--- src/rtl/relm_div_seq.sv ---
// relm_div_seq: sequential radix-2 restoring divider with unsigned, signed
// and fractional-unsigned modes. One quotient bit is produced per cycle,
// MSB first. Divide-by-zero, signed MIN/-1 and fractional-overflow results
// are substituted in FIX, so the latency is the same for every operand.
module relm_div_seq #(
  parameter int WD = 32,
  parameter int WC = 6
) (
  input  logic          clk,
  input  logic          rst_n,
  input  logic          start_in,
  input  logic [1:0]    mode_in,
  input  logic [WD-1:0] a_in,
  input  logic [WD-1:0] b_in,
  output logic          ready_out,
  output logic          valid_out,
  output logic [WD-1:0] q_out,
  output logic [WD-1:0] r_out,
  output logic          dbz_out,
  output logic          ovf_out
);

  localparam logic [1:0] IDLE = 2'd0;
  localparam logic [1:0] PREP = 2'd1;
  localparam logic [1:0] ITER = 2'd2;
  localparam logic [1:0] FIX  = 2'd3;

  localparam logic [1:0] MODE_SGN  = 2'd1;
  localparam logic [1:0] MODE_FRAC = 2'd2;

  localparam logic [WC-1:0] CNT_LAST = WC'(WD - 1);
  localparam logic [WD-1:0] MIN_VAL  = {1'b1, {(WD-1){1'b0}}};

  logic [1:0]      state;
  logic [1:0]      mode;
  logic [WD-1:0]   a_raw;
  logic [WD-1:0]   b_raw;
  logic [WD-1:0]   div;
  logic [2*WD-1:0] prem;
  logic            q_neg;
  logic            r_neg;
  logic [WC-1:0]   cnt;

  logic            is_sgn;
  logic            is_frac;
  logic [WD-1:0]   a_abs;
  logic [WD-1:0]   b_abs;
  logic [WD:0]     upper;
  logic [WD-1:0]   diff;
  logic            fits;
  logic [2*WD-1:0] prem_next;
  logic [WD-1:0]   q_mag;
  logic [WD-1:0]   r_mag;

  assign ready_out = (state == IDLE);
  assign is_sgn    = (mode == MODE_SGN);
  assign is_frac   = (mode == MODE_FRAC);

  // The low half of the partial remainder collects quotient bits, the high
  // half holds the running remainder once all WD steps are done.
  assign q_mag = prem[WD-1:0];
  assign r_mag = prem[2*WD-1:WD];

  // Operand magnitudes; only signed mode strips the sign.
  always_comb begin
    a_abs = a_raw;
    b_abs = b_raw;
    if (is_sgn && a_raw[WD-1]) a_abs = -a_raw;
    if (is_sgn && b_raw[WD-1]) b_abs = -b_raw;
  end

  // One restoring step: shift left, subtract the divisor if it fits.
  always_comb begin
    upper     = prem[2*WD-1:WD-1];
    fits      = (upper >= {1'b0, div});
    diff      = upper[WD-1:0] - div;
    prem_next = fits ? {diff, prem[WD-2:0], 1'b1} : {prem[2*WD-2:0], 1'b0};
  end

  // Control FSM and iteration datapath.
  always_ff @(posedge clk or negedge rst_n) begin
    if (!rst_n) begin
      state <= IDLE;
      mode  <= 2'd0;
      a_raw <= '0;
      b_raw <= '0;
      div   <= '0;
      prem  <= '0;
      q_neg <= 1'b0;
      r_neg <= 1'b0;
      cnt   <= '0;
    end else begin
      case (state)
        IDLE: begin
          if (start_in) begin
            a_raw <= a_in;
            b_raw <= b_in;
            mode  <= (mode_in == 2'b11) ? 2'b00 : mode_in;
            state <= PREP;
          end
        end
        PREP: begin
          prem  <= is_frac ? {a_raw, {WD{1'b0}}} : {{WD{1'b0}}, a_abs};
          div   <= b_abs;
          q_neg <= is_sgn & (a_raw[WD-1] ^ b_raw[WD-1]);
          r_neg <= is_sgn & a_raw[WD-1];
          cnt   <= '0;
          state <= ITER;
        end
        ITER: begin
          prem <= prem_next;
          cnt  <= cnt + WC'(1);
          if (cnt == CNT_LAST) state <= FIX;
        end
        default: begin
          state <= IDLE;
        end
      endcase
    end
  end

  // Result registers: written only in FIX, held otherwise.
  always_ff @(posedge clk or negedge rst_n) begin
    if (!rst_n) begin
      valid_out <= 1'b0;
      q_out     <= '0;
      r_out     <= '0;
      dbz_out   <= 1'b0;
      ovf_out   <= 1'b0;
    end else if (state == FIX) begin
      valid_out <= 1'b1;
      dbz_out   <= 1'b0;
      ovf_out   <= 1'b0;
      if (b_raw == '0) begin
        q_out   <= '1;
        r_out   <= a_raw;
        dbz_out <= 1'b1;
      end else if (is_frac && (a_raw >= b_raw)) begin
        q_out   <= '1;
        r_out   <= a_raw;
        ovf_out <= 1'b1;
      end else if (is_sgn && (a_raw == MIN_VAL) && (b_raw == '1)) begin
        q_out   <= MIN_VAL;
        r_out   <= '0;
        ovf_out <= 1'b1;
      end else begin
        q_out <= q_neg ? -q_mag : q_mag;
        r_out <= r_neg ? -r_mag : r_mag;
      end
    end else begin
      valid_out <= 1'b0;
    end
  end

endmodule

--- config.mk ---
export PLATFORM = sky130hd
export DESIGN_NAME = relm_div_seq
export DESIGN_NICKNAME = d
export VERILOG_FILES = /design/src/rtl/relm_div_seq.sv
export SDC_FILE = /design/constraint.sdc
export NUM_CORES = 1
export LEC_CHECK = 0
export ABC_AREA = 1
export CELL_PAD_IN_SITES_DETAIL_PLACEMENT = 1
export CELL_PAD_IN_SITES_GLOBAL_PLACEMENT = 1
export CORE_AREA = 2 2 196 198
export CTS_BUF_LIST = sky130_fd_sc_hd__clkbuf_16
export CTS_CLUSTER_DIAMETER = 100
export CTS_CLUSTER_SIZE = 12
export DETAILED_ROUTE_END_ITERATION = 6
export DIE_AREA = 0 0 198 200
export PLACE_DENSITY_LB_ADDON = 0.3
export SYNTH_ARGS = -nofsm -noshare
export SYNTH_HDL_FRONTEND = slang
export SYNTH_SLANG_ARGS = --single-unit
--- constraint.sdc ---
create_clock -name clk -period 5.2 [get_ports clk]
set_clock_uncertainty 0.2 [all_clocks]
set_input_delay 1.04 -clock clk [delete_from_list [all_inputs] [get_ports clk]]
set_output_delay 1.04 -clock clk [all_outputs]
set_load 0.01 [all_outputs]
==> results.cfg <==
[logic_synthesis]
syn_nets = 2684
netlist.area_leader.share = 0.344
yosysSeqAreaShare = 0.344
synth_warnings = 0
postSynthCellCount = 2540
synth_top_area_cell = dfrtp_1
yosysMostFrequentCell = nand2_1
synth_flop_cell = dfrtp_1
synth_commonest_cells = nand2_1, inv_1, nor2_1
synth_edf_count = 0
ys_seq_elements = 239
yosysUniqueCellTypes = 52
synth_area_leaders = dfrtp_1, nand2_1, nand3_1
synthArstFlopShare = 1.00
syn_area_per_cell_sq_um = 6.85
synthesis.area_sq_um = 17400

[layout]
nets = 2765
area_growth_pct = 13.4
fin_cells = 3135
n_fill_cell = 4917
drive_gt1_frac = 0.0496

[global_route]
grt_max_degree = 91
grt_first_pass_wirelength_um = 114000
busiest_layer = met2
antenna_found_initial = 2
grtUsageMet3 = 0.0869
grt_pass1_vias = 18936
grt_util_met1 = 0.518
grt_usage = 0.384
grt_overflow_total = 0
met2_usage = 0.602

[worst_setup_path]
worst_path_dominant_cell_family = simple AND/OR/NAND/NOR gates
path_class = reg2reg
cp_common_cell = nand3_1
cp-endpoint = r_out[11]
r2r_start = a_raw[23]
critical_path_buf_inv_count = 0
reg2reg_depth = 11
cp_max_fo = 49
cp.required_ps = 5480
r2r-end = r_out[11]
setup.worst_path.end_class = register
critical_path.slowest_cell = dfrtp_1
cp_cell_sequence = ha_1 -> nand2_1 -> nor2_1 -> nand4_1 -> nor2_1 -> nand2_1 -> nand3_1 -> nand2_2 -> nand2_4 -> nand3_1 -> nand3_1
cp.arrival_ps = 3980
r2r_slack_ps = 1500
critPathLaunchType = register
startpoint = a_raw[23]
cp.depth = 11
critPathMaxStageDelay_ps = 650

[run_status]
status = complete, no violations

[clock_tree]
numCtsBuffers = 24
clkSlewWorstSetupHoldPaths_ps = 70
holdBufCountCts = 0
ctsResizeCount = 0
cts_setup_buffers = 0
cts_max_level = 1
root_buffer = clkbuf_16
max-clock-path-buffers = 3
insertion_delay_ps = 560
tritoncts = done
clock_sinks = 239

[sta]
finalCriticalPeriod_ps = 3700
finalMaxSlewViolations = 0
maxClockFrequency_mhz = 270
tns_ps = 0
relSlewSlack = 0.321
setup_viol = 0
tightest_slew_ps = 1020
rsz0062_at_grt = false
hold_viol = 0
fin_crit_sh = 0.712

[power]
p_clk_frac = 0.098
p_sw_frac = 0.569
p_switching_w = 0.00943
comb_power_share = 0.651
peakVddDrop_mv = 0.497
cellLeakagePower_nw = 9.18
power_frac_seq = 0.251
power-per-cell-area_nw_per_um2 = 841
p_int_w = 0.00715

[min_path]
min_path_cells = 2
worstHoldPathType = reg2reg

[floorplan]
die_x_um = 198
dieArea_sq_um = 39600
row_count = 71
start_util = 0.465
die_h_um = 200
coreArea_sq_um = 37400
ios = 137

[place]
dp.cells = 3106
io_buffers = 136
dp_hpwl_um = 58100
gp_congestion = 1.05

[route]
drt-wirelength-per-cell_um = 24.1
vias = 18714
drt-pass1-iter-count = 7
wirelength_um = 75700
viasPerCell = 5.97
drt-initial-drc-count = 1876
drc = 0
ant_nets = 0

[flow_run]
max_cap_violations = 0
power groups by stage:
stage / clock, W / sequential [W] / combinational [W]
2_1_floorplan: 0 / 0.00359 / 0.00696
3_3_place_gp: 0 / 0.00405 / 0.0102
3_5_place_dp: 0 / 0.00409 / 0.0105
4_1_cts: 0.00163 / 0.00407 / 0.0106
5_1_grt: 0.00168 / 0.00420 / 0.0119
6_report: 0.00162 / 0.00416 / 0.0108
worst min path at each step:
stage / start / to
3_5_place_dp: div[31] / div[31]
4_1_cts: div[31] / div[31]
5_1_grt: div[26] / div[26]
3_3_place_gp: div[31] / div[31]
2_1_floorplan: div[26] / div[26]
6_report: div[31] / div[31]
routing by layer:
layer / part of all wire / vias up
met3: 0.088 / 171
met4: 0.045 / 2
met2: 0.44 / 841
met5: 0.00017 / -
met1: 0.43 / 9257
li1: - / 8443
layout make-up:
type / instances / area (sq um) / share of cell area
sequential: 239 / 5980 / 0.303
antenna: 1 / 2.50 / 0.000127
multi-input combinational: 1889 / 9770 / 0.495
timing repair buffer: 154 / 1510 / 0.0767
inverter: 313 / 1180 / 0.0599
clock buffer: 25 / 626 / 0.0317
clock inverter: 3 / 20.0 / 0.00101
tap: 511 / 639 / 0.0324
sequential cells by signal, summed over array words and instances (netlist names):
signal	count
state	2
ovf_out	1
valid_out	1
q_neg	1
mode	2
dbz_out	1
cnt	6
div	32
b_raw	32
a_raw	32
r_neg	1
q_out	32
prem	64
r_out	32
worst reg2reg max path, cell delays in order (launching register included):
cell and delay (ps):
dfrtp_1 650, ha_1 470, nand2_1 100, nor2_1 190, nand4_1 150, nor2_1 220, nand2_1 100, nand3_1 110
nand2_2 280, nand2_4 600, nand3_1 390, nand3_1 180
cells by family (layout without fill, tap and decap cells):
| family | after synthesis | count (layout) | share of synthesized area |
|---|---|---|---|
| AND/OR/NAND/NOR | 1297 | 1297 | 0.325 |
| AO/OA/AOI/OAI | 435 | 435 | 0.140 |
| buffers and inverters | 412 | 495 | 0.0958 |
| flip-flops | 239 | 239 | 0.344 |
| XOR/XNOR | 82 | 82 | 0.0413 |
| adder cells (fa/ha/maj) | 75 | 75 | 0.0544 |
| other | 0 | 1 | 0 |
stage by stage:
step | total power (W) | util | setup WS (ps) | hold WS [ps] | cell area (sq um)
floorplan | 0.0106 | - | 2940 | 249 | 17400
global placement | 0.0142 | 0.510 | 1710 | 265 | 19100
detailed placement | 0.0146 | 0.510 | 1600 | 265 | 19100
CTS | 0.0163 | 0.528 | 1680 | 282 | 19700
global route | 0.0178 | 0.528 | 1400 | 314 | 19700
finish | 0.0166 | 0.528 | 1500 | 281 | 19700
layout by cell type, fill, tap and decap left out, types with 19 or more instances in the layout:
| cell type | instances |
|---|---|
| inv_1 | 290 |
| nor2_1 | 269 |
| a22oi_1 | 31 |
| nor3_1 | 38 |
| a21oi_1 | 156 |
| clkbuf_16 | 25 |
| ha_1 | 72 |
| dfrtp_1 | 239 |
| nand2_1 | 618 |
| nand4_1 | 41 |
| o21ai_0 | 166 |
| xor2_1 | 66 |
| clkdlybuf4s50_1 | 135 |
| nand3_1 | 258 |
| o22ai_1 | 19 |
No activity file was read; power rests on OpenSTA's default activity.
